[src/rtl/mig_arb_pkg.sv]
// Shared constants and types for the MIG user-port arbiter.
package mig_arb_pkg;

  localparam int unsigned DEF_ADDR_WIDTH = 27;
  localparam int unsigned DEF_DATA_WIDTH = 128;
  localparam int unsigned DEF_MASK_WIDTH = 16;

  localparam logic [2:0] MIG_CMD_WRITE = 3'b000;
  localparam logic [2:0] MIG_CMD_READ  = 3'b001;

  typedef enum logic {
    ARB_IDLE,
    ARB_ISSUE
  } arb_state_t;

endpackage

[src/rtl/mig_tag_fifo.sv]
// In-order FIFO of requester ids for reads waiting on MIG return data.
module mig_tag_fifo #(
  parameter int unsigned WIDTH = 1,
  parameter int unsigned DEPTH = 8
) (
  input  logic             clk,
  input  logic             reset,
  input  logic             push,
  input  logic [WIDTH-1:0] push_data,
  input  logic             pop,
  output logic [WIDTH-1:0] head_c,
  output logic             full_c,
  output logic             empty_c
);

  localparam int unsigned AW = (DEPTH > 1) ? $clog2(DEPTH) : 1;

  logic [WIDTH-1:0] mem [DEPTH];
  logic [AW-1:0]    wr_ptr;
  logic [AW-1:0]    rd_ptr;
  logic [AW:0]      count;
  logic             do_push;
  logic             do_pop;

  assign full_c  = (count == (AW+1)'(DEPTH));
  assign empty_c = (count == '0);
  assign head_c  = mem[rd_ptr];
  assign do_push = push & ~full_c;
  assign do_pop  = pop & ~empty_c;

  // Pointers wrap naturally because DEPTH is a power of two.
  always_ff @(posedge clk) begin
    if (reset) begin
      wr_ptr <= '0;
      rd_ptr <= '0;
      count  <= '0;
    end else begin
      if (do_push) wr_ptr <= wr_ptr + AW'(1);
      if (do_pop)  rd_ptr <= rd_ptr + AW'(1);
      case ({do_push, do_pop})
        2'b10:   count <= count + (AW+1)'(1);
        2'b01:   count <= count - (AW+1)'(1);
        default: count <= count;
      endcase
    end
  end

  always_ff @(posedge clk) begin
    if (do_push) mem[wr_ptr] <= push_data;
  end

endmodule

[src/rtl/mig_port_arbiter.sv]
// Round-robin sharing of the MIG user port between NUM_REQ single-beat requesters,
// with read returns steered back to their issuer through an in-order tag FIFO.
module mig_port_arbiter
  import mig_arb_pkg::*;
#(
  parameter int unsigned NUM_REQ    = 2,
  parameter int unsigned ADDR_WIDTH = DEF_ADDR_WIDTH,
  parameter int unsigned DATA_WIDTH = DEF_DATA_WIDTH,
  parameter int unsigned MASK_WIDTH = DEF_MASK_WIDTH,
  parameter int unsigned TAG_DEPTH  = 8
) (
  input  logic                             clk,
  input  logic                             reset,
  input  logic                             init_calib_complete,
  input  logic [NUM_REQ-1:0]               req_valid,
  input  logic [NUM_REQ-1:0]               req_we,
  input  logic [NUM_REQ*ADDR_WIDTH-1:0]    req_addr,
  input  logic [NUM_REQ*DATA_WIDTH-1:0]    req_wdata,
  input  logic [NUM_REQ*MASK_WIDTH-1:0]    req_wmask,
  output logic [NUM_REQ-1:0]               req_ready,
  output logic [NUM_REQ-1:0]               rd_valid,
  output logic [DATA_WIDTH-1:0]            rd_data,
  output logic                             err_unexpected_rd,
  output logic                             app_en,
  output logic [2:0]                       app_cmd,
  output logic [ADDR_WIDTH-1:0]            app_addr,
  output logic [DATA_WIDTH-1:0]            app_wdf_data,
  output logic [MASK_WIDTH-1:0]            app_wdf_mask,
  output logic                             app_wdf_wren,
  output logic                             app_wdf_end,
  input  logic                             app_rdy,
  input  logic                             app_wdf_rdy,
  input  logic [DATA_WIDTH-1:0]            app_rd_data,
  input  logic                             app_rd_data_valid
);

  localparam int unsigned ID_W = (NUM_REQ > 1) ? $clog2(NUM_REQ) : 1;

  arb_state_t        state, state_d;
  logic [ID_W-1:0]   rr_ptr, rr_ptr_d;
  logic [ID_W-1:0]   gnt_id, gnt_id_d;
  logic [NUM_REQ-1:0] req_ready_d;
  logic              app_en_d, app_wdf_wren_d, app_wdf_end_d;
  logic [2:0]        app_cmd_d;
  logic [ADDR_WIDTH-1:0] app_addr_d;
  logic [DATA_WIDTH-1:0] app_wdf_data_d;
  logic [MASK_WIDTH-1:0] app_wdf_mask_d;

  logic              pick_found_c;
  logic [ID_W-1:0]   pick_id_c;
  logic              cmd_done_c, wdf_done_c;
  logic              tag_push_c, tag_pop_c, tag_full_c, tag_empty_c;
  logic [ID_W-1:0]   tag_head_c;
  logic [NUM_REQ-1:0] rd_onehot_c;

  // Each side is done once its enable has dropped or is being accepted this cycle.
  assign cmd_done_c = ~app_en | app_rdy;
  assign wdf_done_c = ~app_wdf_wren | app_wdf_rdy;
  assign tag_push_c = (state == ARB_ISSUE) & app_en & app_rdy & (app_cmd == MIG_CMD_READ);
  assign tag_pop_c  = app_rd_data_valid & ~tag_empty_c;

  mig_tag_fifo #(
    .WIDTH (ID_W),
    .DEPTH (TAG_DEPTH)
  ) u_tag_fifo (
    .clk       (clk),
    .reset     (reset),
    .push      (tag_push_c),
    .push_data (gnt_id),
    .pop       (tag_pop_c),
    .head_c    (tag_head_c),
    .full_c    (tag_full_c),
    .empty_c   (tag_empty_c)
  );

  // Round-robin scan from rr_ptr; reads are skipped while no tag slot is free.
  always_comb begin
    pick_found_c = 1'b0;
    pick_id_c    = '0;
    for (int k = int'(NUM_REQ) - 1; k >= 0; k--) begin
      if (req_valid[(int'(rr_ptr) + k) % NUM_REQ] &&
          (req_we[(int'(rr_ptr) + k) % NUM_REQ] || !tag_full_c)) begin
        pick_found_c = 1'b1;
        pick_id_c    = ID_W'((int'(rr_ptr) + k) % NUM_REQ);
      end
    end
  end

  always_ff @(posedge clk) begin
    if (reset) begin
      state        <= ARB_IDLE;
      rr_ptr       <= '0;
      gnt_id       <= '0;
      req_ready    <= '0;
      app_en       <= 1'b0;
      app_cmd      <= '0;
      app_addr     <= '0;
      app_wdf_data <= '0;
      app_wdf_mask <= '0;
      app_wdf_wren <= 1'b0;
      app_wdf_end  <= 1'b0;
    end else begin
      state        <= state_d;
      rr_ptr       <= rr_ptr_d;
      gnt_id       <= gnt_id_d;
      req_ready    <= req_ready_d;
      app_en       <= app_en_d;
      app_cmd      <= app_cmd_d;
      app_addr     <= app_addr_d;
      app_wdf_data <= app_wdf_data_d;
      app_wdf_mask <= app_wdf_mask_d;
      app_wdf_wren <= app_wdf_wren_d;
      app_wdf_end  <= app_wdf_end_d;
    end
  end

  always_comb begin
    state_d        = state;
    rr_ptr_d       = rr_ptr;
    gnt_id_d       = gnt_id;
    req_ready_d    = '0;
    app_en_d       = app_en;
    app_cmd_d      = app_cmd;
    app_addr_d     = app_addr;
    app_wdf_data_d = app_wdf_data;
    app_wdf_mask_d = app_wdf_mask;
    app_wdf_wren_d = app_wdf_wren;
    app_wdf_end_d  = app_wdf_end;
    case (state)
      ARB_IDLE: begin
        if (init_calib_complete && pick_found_c) begin
          state_d                = ARB_ISSUE;
          gnt_id_d               = pick_id_c;
          rr_ptr_d               = (pick_id_c == ID_W'(NUM_REQ - 1)) ? '0 : pick_id_c + ID_W'(1);
          req_ready_d[pick_id_c] = 1'b1;
          app_en_d               = 1'b1;
          app_cmd_d              = req_we[pick_id_c] ? MIG_CMD_WRITE : MIG_CMD_READ;
          app_addr_d             = req_addr[int'(pick_id_c) * ADDR_WIDTH +: ADDR_WIDTH];
          app_wdf_data_d         = req_wdata[int'(pick_id_c) * DATA_WIDTH +: DATA_WIDTH];
          app_wdf_mask_d         = req_wmask[int'(pick_id_c) * MASK_WIDTH +: MASK_WIDTH];
          app_wdf_wren_d         = req_we[pick_id_c];
          app_wdf_end_d          = req_we[pick_id_c];
        end
      end
      ARB_ISSUE: begin
        if (app_en && app_rdy) app_en_d = 1'b0;
        if (app_wdf_wren && app_wdf_rdy) begin
          app_wdf_wren_d = 1'b0;
          app_wdf_end_d  = 1'b0;
        end
        if (cmd_done_c && wdf_done_c) state_d = ARB_IDLE;
      end
      default: state_d = ARB_IDLE;
    endcase
  end

  always_comb begin
    rd_onehot_c = '0;
    for (int i = 0; i < int'(NUM_REQ); i++) begin
      rd_onehot_c[i] = (tag_head_c == ID_W'(i));
    end
  end

  // Read-return steering and the sticky no-tag error.
  always_ff @(posedge clk) begin
    if (reset) begin
      rd_valid          <= '0;
      rd_data           <= '0;
      err_unexpected_rd <= 1'b0;
    end else begin
      rd_valid <= '0;
      if (tag_pop_c) begin
        rd_valid <= rd_onehot_c;
        rd_data  <= app_rd_data;
      end
      if (app_rd_data_valid && tag_empty_c) err_unexpected_rd <= 1'b1;
    end
  end

endmodule

[config.mk]
export PLATFORM = sky130hd
export DESIGN_NAME = mig_port_arbiter
export DESIGN_NICKNAME = d
export VERILOG_FILES = /design/src/rtl/mig_arb_pkg.sv /design/src/rtl/mig_tag_fifo.sv /design/src/rtl/mig_port_arbiter.sv
export SDC_FILE = /design/constraint.sdc
export NUM_CORES = 1
export LEC_CHECK = 0
export BUFFER_PORTS_ARGS = -buffer_cell sky130_fd_sc_hd__buf_4
export CAP_MARGIN = 20
export CORE_AREA = 4 4 301 303
export DETAILED_ROUTE_END_ITERATION = 6
export DIE_AREA = 0 0 305 307
export GPL_TIMING_DRIVEN = 1
export HOLD_SLACK_MARGIN = 0.03
export SYNTH_ARGS = -nofsm -noshare
export SYNTH_HDL_FRONTEND = slang
export SYNTH_SLANG_ARGS = --single-unit
export TNS_END_PERCENT = 50
[constraint.sdc]
create_clock -name clk -period 3.7 [get_ports clk]
set_input_delay 0.555 -clock clk [delete_from_list [all_inputs] [get_ports clk]]
set_output_delay 0.555 -clock clk [all_outputs]
set_load 0.01 [all_outputs]
==> qor.csv <==
metric,value,unit
status,"finished, final reports clean",
Fmax achieved,357,MHz
Post-synth EDFFs,8,
Async SR Flop Fraction,0,
final hold viol count,0,
leak pwr,9.20,nW
cells after synthesis,1647,
CP bufs+invs,1,
first-pass GRT wire length,89100,µm
starting density of the core,0.164,
"Slew Viols, Final",0,
worst reg2reg path endpoint,u_tag_fifo.count[2],
Clock Pin Slew Worst Setup and Hold Paths,60,ps
Sw Share,0.278,
Synth-to-Final Area Change,57.7,%
Mapped Area,0.0144,mm²
clock skew,19.8,ps
Critical-path top delay cell,or4b_4,
initial antenna violation count,4,
Reg2Reg Launch Point,u_tag_fifo.count[1],
Die Height,307,µm
Layout fillers,9553,
clock share of power,0.418,
Port Buf Inserts,787,
sw power,2.69,mW
post-CTS resize count,0,
"Max FO, Critical Path",8,
vias in the first global route,14300,
maximum capacitance violations,0,
via count,14400,
#FFs+latches synth,331,
core area,0.0880,mm²
Hold Path Stages,3,
Worst Path Arrival,3310,ps
die area,0.0936,mm²
clk buf depth,3,
nets,2858,
setup TNS,0,ps
Die X,305,µm
gp weighted congestion,0.839,
Worst setup EP type,register,
1st-pass router iterations,5,
placed inst area,0.0214,mm²
CTS tree,built,
pin count of the biggest net entering global routing,90,
share of post-route cells with drive strength above 1,0.486,
area occupied by registers,0.00671,mm²
distinct cell type count after synthesis,44,
Max transition margin,0.349,
crit-path max cell delay,600,ps
Post-CTS Setup Repair Bufs,0,
footprint of the multi-input gates,0.00688,mm²
RSZ-0062 raised after global routing,false,
drt initial violations,922,
gr usage total,0.121,
# rows,109,
DP HPWL,45800,µm
startpoint types,register,
worst hold path class,primary input to register,
hold path startpoint,app_rd_data[111],
flop2flop setup slack,900,ps
Reg2Reg Depth,10,
"Largest delay share family, worst path",simple AND/OR/NAND/NOR gates,
Final Cycle Share,0.757,
io pins,790,
Avg WL per Cell,17.0,µm
H-tree depth,2,
Routed WL,60700,µm
ANT nets after route,0,
min cycle time layout,2800,ps
syn avg cell area,8.76,µm²
Yosys warnings,0,
top_reg_cell synth,dfxtp_1,
Int Pwr,7.01,mW
CP cell instances,or4b_4 -> and4_1 -> inv_1 -> ha_1 -> xor2_1 -> ha_1 -> a21oi_1 -> xor2_1 -> or3_1 -> a21oi_1,
Worst Hold Path EP,rd_data[111],
Worst Setup Path Type,register to register,
GRT overflow,0,
logic gate share of total power,0.181,
CTS Sinks,331,
PD cells,426,mW/mm²
worst-margin pin slew,976,ps
"Design Area, Final",0.0228,mm²
root buffer cell,clkbuf_16,
Peak VDD IR,0.328,mV
cts bufs inserted,41,
vias per cell,4.03,
Required @ worst endpoint,4210,ps
hold buffers post-CTS,0,
clock latency on the worst-skew pair,570,ps
Reg power frac,0.401,
# DRC,0,
Critical Path Start,u_tag_fifo.count[1],
Final Setup Violations,0,
"Seq/Total Area, Yosys",0.465,
[cells by family (layout without fill, tap and decap cells)]
logic type,count (synthesis),count (layout),synth area share
buffers and inverters,152,908,0.0615
AND/OR/NAND/NOR,653,653,0.175
adder cells (fa/ha/maj),5,5,0.00434
multiplexers,4,4,0.00451
XOR/XNOR,8,8,0.00486
flip-flops,331,331,0.465
AO/OA/AOI/OAI,493,493,0.284
other,1,3,0.000260
[worst min-delay path, cell delays in order]
cell and delay, ps:
buf_4 110, nand2_1 40, a21oi_1 50
[area by class of cell]
type / count / share of cell area
Antenna cell: 1 / 0.000110
Timing Repair Buffer: 829 / 0.279
Sequential cell: 331 / 0.295
Clock buffer: 48 / 0.0476
Inverter: 5 / 0.000935
Multi-Input combinational cell: 1165 / 0.302
Tap cell: 1165 / 0.0641
Clock inverter: 26 / 0.0115
[worst max-delay path by stage]
stage,endpoint,cells after the start
2_1_floorplan,u_tag_fifo.count[2],13
3_3_place_gp,u_tag_fifo.count[2],10
3_5_place_dp,rd_data[80],6
4_1_cts,rd_data[80],6
5_1_grt,rd_data[106],6
6_report,u_tag_fifo.count[2],10
[power by group through the flow]
stage / Combinational (mW) / Sequential (mW) / Clock (mW)
5_1_grt: 1.90 / 3.91 / 4.32
3_3_place_gp: 1.77 / 3.96 / 0
3_5_place_dp: 1.78 / 3.96 / 0
4_1_cts: 1.79 / 3.89 / 4.21
6_report: 1.76 / 3.89 / 4.05
2_1_floorplan: 0.791 / 4.02 / 0
[cells in the final DEF, fill, tap and decap left out, drive strengths merged, types with 3 or more instances in the layout]
cell and instances:
clkinv 18, edfxtp 8, nand2b 4, clkbuf 48
bufinv 4, nand2 443, a21oi 309, clkinvlp 3
o21ai 6, a211oi 170, inv 6, xor2 5
buf 829, nor3 7, ha 5, nor2 184
dfxtp 323, xnor2 3
[sequential cells by signal, indices dropped and copies added, names as in the netlist, named ones only]
signal             flops
app_addr              27
app_cmd                1
app_en                 1
app_wdf_data         128
app_wdf_end            1
app_wdf_mask          16
err_unexpected_rd      1
gnt_id                 1
rd_data              128
rd_valid               2
req_ready              2
rr_ptr                 1
state                  1
u_tag_fifo.count       4
u_tag_fifo.mem         8
u_tag_fifo.rd_ptr      3
u_tag_fifo.wr_ptr      3
[cells in the mapped netlist (all sizes together), types with 4 or more instances]
cell    number  share of area
a211oi     170           0.14
a21oi      309           0.13
buf         67          0.039
clkbuf      80          0.021
dfxtp      323           0.45
edfxtp       8          0.017
ha           5         0.0043
inv          5         0.0013
nand2      443           0.12
nand2b       4         0.0017
nor2       184          0.048
nor3         7         0.0024
o21ai        6         0.0029
xor2         5         0.0030
[routing by layer]
| layer | vias to the layer above | part of all wire | global-route usage |
|---|---|---|---|
| li1 | 7011 | - | - |
| met1 | 6740 | 0.41 | 0.145 |
| met2 | 547 | 0.48 | 0.203 |
| met3 | 101 | 0.079 | 0.0360 |
| met4 | 2 | 0.036 | 0.0464 |
| met5 | - | 0.00023 | 0 |
[through the flow]
step | setup WS, ps | total power [mW] | cells | hold slack (ps) | util
2_1_floorplan | 963 | 4.81 | 1648 | 453 | -
3_3_place_gp | 857 | 5.73 | 3495 | 442 | 0.243
3_5_place_dp | 875 | 5.74 | 3495 | 447 | 0.243
4_1_cts | 848 | 9.88 | 3569 | 162 | 0.259
5_1_grt | 635 | 10.1 | 3569 | 180 | 0.259
6_report | 899 | 9.70 | 3570 | 223 | 0.259
Note: power is estimated with default switching activity, not from simulation.
